<file path="src/rtl/uart_tx_arbiter.sv">
// Round-robin arbiter that hands one requester at a time a byte slot on a shared UART transmitter.
// Handshake: grant, one load strobe, wait for busy (bounded), wait for idle, then an optional idle gap.
module uart_tx_arbiter #(
    parameter int NREQ        = 4,
    parameter int GAP         = 16,
    parameter int ACK_TIMEOUT = 64   // must be at least 2
) (
    input  logic              clk,
    input  logic              reset,
    input  logic              arb_en,
    input  logic [NREQ-1:0]   req,
    input  logic [8*NREQ-1:0] req_data,
    output logic [NREQ-1:0]   gnt,
    output logic [NREQ-1:0]   done,
    output logic [NREQ-1:0]   err,
    output logic              tx_en,
    output logic              tx_wr,
    output logic [7:0]        tx_data,
    input  logic              tx_busy
);

    // state | meaning
    // IDLE  | waiting for an enabled request while the transmitter is free
    // GRANT | winner latched, gnt and tx_data registered
    // LOAD  | tx_wr strobe asserted for one cycle
    // ACK   | waiting for tx_busy, bounded by ACK_TIMEOUT
    // SEND  | frame on the line, waiting for tx_busy to fall
    // GAP   | GAP idle cycles before the next arbitration
    typedef enum logic [2:0] {
        S_IDLE  = 3'd0,
        S_GRANT = 3'd1,
        S_LOAD  = 3'd2,
        S_ACK   = 3'd3,
        S_SEND  = 3'd4,
        S_GAP   = 3'd5
    } state_t;

    localparam int TW = $clog2(ACK_TIMEOUT);
    localparam int GW = (GAP > 1) ? $clog2(GAP) : 1;

    state_t            state_q, state_d;
    logic [1:0]        ptr_q, ptr_d;
    logic [1:0]        win_q, win_d;
    logic [NREQ-1:0]   gnt_q, gnt_d;
    logic [NREQ-1:0]   done_q, done_d;
    logic [NREQ-1:0]   err_q, err_d;
    logic              tx_en_q, tx_en_d;
    logic              tx_wr_q, tx_wr_d;
    logic [7:0]        tx_data_q, tx_data_d;
    logic [TW-1:0]     timer_q, timer_d;
    logic [GW-1:0]     gap_cnt_q, gap_cnt_d;

    logic              found;
    logic [1:0]        pick;
    logic [1:0]        idx;
    logic              frame_end;

    always_ff @(posedge clk) begin
        if (reset) begin
            state_q   <= S_IDLE;
            ptr_q     <= '0;
            win_q     <= '0;
            gnt_q     <= '0;
            done_q    <= '0;
            err_q     <= '0;
            tx_en_q   <= 1'b0;
            tx_wr_q   <= 1'b0;
            tx_data_q <= '0;
            timer_q   <= '0;
            gap_cnt_q <= '0;
        end else begin
            state_q   <= state_d;
            ptr_q     <= ptr_d;
            win_q     <= win_d;
            gnt_q     <= gnt_d;
            done_q    <= done_d;
            err_q     <= err_d;
            tx_en_q   <= tx_en_d;
            tx_wr_q   <= tx_wr_d;
            tx_data_q <= tx_data_d;
            timer_q   <= timer_d;
            gap_cnt_q <= gap_cnt_d;
        end
    end

    // Rotating search: first active request at or after ptr.
    always_comb begin
        found = 1'b0;
        pick  = ptr_q;
        idx   = '0;
        for (int i = 0; i < NREQ; i++) begin
            idx = ptr_q + 2'(i);
            if (!found && req[idx]) begin
                found = 1'b1;
                pick  = idx;
            end
        end
    end

    always_comb begin
        state_d   = state_q;
        ptr_d     = ptr_q;
        win_d     = win_q;
        gnt_d     = gnt_q;
        done_d    = '0;
        err_d     = '0;
        tx_wr_d   = 1'b0;
        tx_data_d = tx_data_q;
        timer_d   = timer_q;
        gap_cnt_d = gap_cnt_q;
        frame_end = 1'b0;

        case (state_q)
            S_IDLE: begin
                if (arb_en && found && !tx_busy) begin
                    state_d     = S_GRANT;
                    win_d       = pick;
                    gnt_d       = '0;
                    gnt_d[pick] = 1'b1;
                    tx_data_d   = req_data[{pick, 3'b000} +: 8];
                end
            end
            S_GRANT: begin
                state_d = S_LOAD;
                tx_wr_d = 1'b1;
            end
            S_LOAD: begin
                state_d = S_ACK;
                timer_d = '0;
            end
            S_ACK: begin
                if (tx_busy) begin
                    state_d = S_SEND;
                end else if (timer_q == TW'(ACK_TIMEOUT - 2)) begin
                    // err lands exactly ACK_TIMEOUT cycles after the tx_wr cycle
                    err_d[win_q] = 1'b1;
                    frame_end    = 1'b1;
                end else begin
                    timer_d = timer_q + TW'(1);
                end
            end
            S_SEND: begin
                if (!tx_busy) begin
                    done_d[win_q] = 1'b1;
                    frame_end     = 1'b1;
                end
            end
            S_GAP: begin
                if (gap_cnt_q == GW'(GAP - 1)) begin
                    state_d = S_IDLE;
                end else begin
                    gap_cnt_d = gap_cnt_q + GW'(1);
                end
            end
            default: state_d = S_IDLE;
        endcase

        if (frame_end) begin
            gnt_d     = '0;
            ptr_d     = win_q + 2'd1;
            gap_cnt_d = '0;
            state_d   = (GAP == 0) ? S_IDLE : S_GAP;
        end

        tx_en_d = arb_en || (state_d == S_GRANT) || (state_d == S_LOAD) ||
                  (state_d == S_ACK) || (state_d == S_SEND);
    end

    assign gnt     = gnt_q;
    assign done    = done_q;
    assign err     = err_q;
    assign tx_en   = tx_en_q;
    assign tx_wr   = tx_wr_q;
    assign tx_data = tx_data_q;

endmodule
</file>
<file path="config.mk">
export PLATFORM = sky130hd
export DESIGN_NAME = uart_tx_arbiter
export DESIGN_NICKNAME = d
export VERILOG_FILES = /design/src/rtl/uart_tx_arbiter.sv
export SDC_FILE = /design/constraint.sdc
export NUM_CORES = 1
export LEC_CHECK = 0
export ABC_AREA = 1
export ABC_CLOCK_PERIOD_IN_PS = 2100
export BUFFER_PORTS_ARGS = -buffer_cell sky130_fd_sc_hd__buf_4
export CORE_MARGIN = 3
export CORE_UTILIZATION = 35
export DETAILED_ROUTE_END_ITERATION = 8
export PLACE_DENSITY_LB_ADDON = 0.05
export SKIP_LAST_GASP = 1
export SLEW_MARGIN = 25
export SYNTH_ARGS = -nofsm -noshare
export SYNTH_HDL_FRONTEND = slang
export SYNTH_SLANG_ARGS = --single-unit
</file>
<file path="constraint.sdc">
create_clock -name clk -period 2.1 [get_ports clk]
set_input_delay 0.21 -clock clk [delete_from_list [all_inputs] [get_ports clk]]
set_output_delay 0.21 -clock clk [all_outputs]
set_load 0.02 [all_outputs]
</file>
-- After elaboration in Yosys (flattened, before gate mapping)
Cells that the tools add are included.
- reductions and logical operators: 23
- order comparisons: 8
- muxes and demuxes: 32
- shift operators: 1
- equality and inequality tests: 13
- $add $sub $neg: 6
- bitwise logic cells: 4
- operator list (cell ; number):
    32-bit by 6-bit indexed part select with 8-bit output ; 1
    2-bit by 3-bit < comparator with 1-bit output (second input constant) ; 6
    3-bit one-hot mux with 6 select lines ; 1
    1-bit two-way mux ; 14
    3-bit by 2-bit == test with 1-bit output (second input constant) ; 4
    3-bit two-way mux ; 4
    6-bit two-way mux ; 2
    6-bit one-hot mux with 2 select lines ; 1
    3-bit == test (second input constant) ; 3
    1-bit binary-select mux with 2-bit select ; 4
    1-bit logical AND ; 7
    6-bit by 1-bit adder with 6-bit output (second input constant) ; 1
    3-bit by 1-bit == test with 1-bit output (second input constant) ; 2
    6-bit == test (second input constant) ; 1
    2-bit two-way mux ; 3
    2-bit by 1-bit adder with 2-bit output (second input constant) ; 2
    2-bit adder (second input constant) ; 2
    4-bit by 1-bit adder with 4-bit output (second input constant) ; 1
    1-bit demux with 2-bit select ; 2
    4-bit == test (second input constant) ; 1
    2-bit by 1-bit greater-or-equal comparator with 1-bit output (second input constant) ; 2
    1-bit zero test ; 4
    1-bit logical OR ; 4
    2-bit inequality test (second input constant) ; 2
    other kinds (9) ; 13
- register bits: 39
- logic and storage cells: 98

-- Logic depth before layout (Yosys ltp)
- word-level depth: 22
- gate-level depth with buffers: 16
- gate-level depth less buffers: 16

-- Worst setup path before layout
OpenSTA, ideal clock, no wires.
- path type: register to register
- from: reg ptr_q[0]
- to: reg tx_data_q[0] (netlist: tx_data[0])
- setup slack: 0.437 ns
- path buffers: 2
- arrival: 1.550 ns
- cell stages (with the launch flop): 14
- period minus slack after synthesis: 1.663 ns
- library setup time: 0.113 ns
- required time: 1.987 ns
- cell sequence: dfxtp_1 buf_6 nand2_1 nand2_2 nand2_1 nand2_4 nand4_4 nand2_4 nand2_4 buf_6 nand2_1 nand2_1 o21ai_1 nor2_1
- longest elaborated chain between the ends: 15
- elaborated cells on any way between the ends: 28
- RTL lines (item ; RTL line ; text):
    start: declaration ; 42 ; logic [1:0] ptr_q, ptr_d;
    start signal: assignment ; 73 ; ptr_q <= ptr_d;
    parallel branches: the longest is 15 deep, another holds 2-bit by 1-bit adder with 2-bit output ; -- ;
    end signal: assignment ; 80 ; tx_data_q <= tx_data_d;
    end: declaration ; 49 ; logic [7:0] tx_data_q, tx_data_d;
Parallel ways; which one is timed is not known. The select of a mux whose other input is x is not followed.
A chain may end at the register's enable or synchronous reset.

-- Worst setup path after layout
- from: reg ptr_q[0]
- to: reg tx_data_q[4] (netlist: tx_data[4])
The elaborated chain is that of the path after synthesis.

==> flow_summary.ini <==
[outcome]
status = completed

[flow_run]
cap_viol_max_count = 0

[synthesis]
synth_edf_count = 0
synth_top_area_share_pct = 34.2
post_synth.cell_area_avg_um2 = 6.57
synthDistinctLibCells = 34
ys_ff_latch = 39
synth_area_leaders = dfxtp_1 (34%), nand2_1 (18%), nor2_1 (8.9%)
synth-main-ff-cell = dfxtp_1
synthesis.nets = 395
async_flop_share_pct = 0
synth.most_common_cell = nand2_1
syn_area_mm2 = 0.00228
synth_top_area_cell = dfxtp_1
synthCells = 348
ys_seq_area_share_pct = 34.2
ys_warn_count = 0
synthTopCellsByCount = nand2_1 (109), nor2_1 (54), dfxtp_1 (39), nand3_1 (37), inv_1 (33)

[floorplanning]
ios = 62
rows = 28
start_util_pct = 37.3
die_w_um = 86.8
die_h_um = 86.8
die_area_mm2 = 0.00753
core_area_mm2 = 0.00613

[route]
postRouteAntennaNets = 0
drc = 0
drt-total-wl_um = 5680
wire_per_inst_um = 11.6
firstDrtPassIters = 4
vias = 2274
viasPerCell = 4.64
drt-initial-drc-count = 67

[worst_setup_path]
path_cells = buf_4, nand2_1, nand3_1, nand2_2, inv_1, nand3_1, nand2_1, nand2_1, nand3_1, nand2_2, nor2_2, inv_2, nor2_1, nor2_1
reg2reg_slack_ns = 0.24
worstPathArrival_ns = 2.06
end_kind = flop
startpoint_type = flop
reg2reg_from = ptr_q[0]
timing.rr.end = tx_data[4]
critPathBufInv = 3
slowest_stage = dfxtp_1
r2r_cells = 14
crit_family = simple AND/OR/NAND/NOR gates
criticalPathCategory = flop to flop
max_stage_delay_ns = 0.35
required_ns = 2.30
cp_max_fo = 10

[place]
place_ws_ns = 0.230
place_congestion = 0.823
dp_hpwl_um = 4310
io_buffers = 61
placed_area_mm2 = 0.00281

[grt]
grt_pass1_wl_um = 9300
grt_most_used_layer = met1
antenna_found_initial = 0
grt_max_degree = 19
overflow = 0
met2_usage_pct = 21.5
use_met3_pct = 3.61
grt.met1_usage_pct = 23.0
grt_pass1_vias = 1975
grtUsageTotal_pct = 15.5

[clock_tree]
clk_pin_slew_worst_paths_ns = 0.09
cts_hold_buf = 0
root_buffer = clkbuf_8
numCtsBuffers = 5
cts.path.max_buffers = 2
insertion_delay_ns = 0.29
cts_tree = yes
htreeDepth = 2
cts.sinks = 39

[min_path]
hold_start = reset
min_path_cells = 2
hold_path.class = input pin to flop
whs_endpoint = tx_wr

[timing]
hold_viol = 0
setup_tns_ns = 0
setup_violations = 0
post-route-min-period_ns = 1.86
rsz0062_at_grt = false
tightest_slew_ns = 0.382
fmaxAchievable_mhz = 538
maxSlewViolCount = 0
finClkSkew_ns = 0.00459
slew_headroom_pct = 74.3
hold_ws_ns = 0.227
fin_crit_sh_pct = 88.6
worst_slack_ns = 0.240

[power_and_ir_drop]
ir_worst_vdd_mv = 0.293
p_per_area_mw_per_mm2 = 649
p_leak_nw = 1.49

[layout]
nNetsFinal = 461
fillers = 651
syn2layout_area_growth_pct = 28.4
fin_area_mm2 = 0.00293
diodes = 0
drive_above_1_share_pct = 24.1
-- cells in the final DEF (no fill, tap or decap), types with 2 or more instances in the layout --
cell,count
nor2_1,54
dfxtp_1,38
ha_1,7
nand4_1,3
nand2_1,109
nand3_1,37
xor2_1,2
nand4_4,2
o21ai_0,4
a21oi_1,13
clkbuf_8,5
nand2_2,8
nor4_1,2
o21ai_1,4
nor2_4,2
inv_1,33
buf_4,65
nand2_4,3
nor3_1,3
inv_2,4
-- stage by stage --
step	instances	power [mW]	utilization [%]
3_3_place_gp	482	1.26	45.9
2_1_floorplan	348	1.11	-
6_report	490	1.90	47.8
4_1_cts	490	1.92	47.8
3_5_place_dp	482	1.26	45.9
5_1_grt	490	2.01	47.8
-- cells by family (layout without fill, tap and decap cells) --
logic type | Yosys count | after routing | share of synthesized area, %
adders and majority gates | 7 | 7 | 3.83
buffers and inverters | 45 | 112 | 8.93
AOI/OAI and AO/OA | 26 | 26 | 6.85
xor gates and xnor gates | 3 | 3 | 1.15
DFF | 39 | 39 | 34.2
and+or+nand+nor | 228 | 228 | 45.1
-- registers in the layout, summed over array words and instances, names as in the netlist --
register / flops
win_q: 2
ptr_q: 2
tx_en: 1
err: 4
state_q: 3
gap_cnt_q: 4
gnt: 4
timer_q: 6
tx_wr: 1
tx_data: 8
done: 4
-- layer usage --
layer	share of wire, %	routed length [um]
met3	5.1	290
met2	41	2350
met4	1.5	88
met1	52	2950
met5	0	0
-- worst register-to-register path, delay by kind of cell, from the launching register on --
family	cells	cell delay, ns
buffers and inverters	3	0.35
DFF	1	0.35
and+or+nand+nor	11	1.06
-- cell type report --
class                      count  area, um2  area share, %
clock buffer                   5       68.8           2.35
inverter                      38        143           4.86
tap                           75       93.8           3.20
multi-input combinational    264       1300           44.3
clock inverter                 3       46.3           1.58
sequential                    39        782           26.7
timing repair buffer          66        499           17.0
-- what timing repair did --
action,CTS,global route
setup buffers,0,0
gates resized for setup,0,2
endpoints found under the setup margin,0,2
-- how the worst max path moves through the flow --
| stage | start | end | slack (ns) | cells after the start |
|---|---|---|---|---|
| finish | ptr_q[0] | tx_data[4] | 0.24 | 14 |
| global route | ptr_q[0] | tx_data[7] | 0.03 | 14 |
| CTS | ptr_q[0] | tx_data[5] | 0.21 | 14 |
| detailed placement | ptr_q[0] | tx_data[5] | 0.23 | 14 |
| global placement | ptr_q[0] | tx_data[5] | 0.26 | 14 |
| floorplan | ptr_q[0] | tx_data[0] | 0.44 | 13 |
-- power by group --
group / leakage [nW] / total [mW] / switching [mW] / internal [mW]
combinational: 1.12 / 0.444 / 0.264 / 0.180
sequential: 0.317 / 0.801 / 0.0248 / 0.776
clock: 0.0548 / 0.657 / 0.299 / 0.358
total: 1.49 / 1.90 / 0.587 / 1.31
Note: power is estimated with default switching activity, not from simulation.
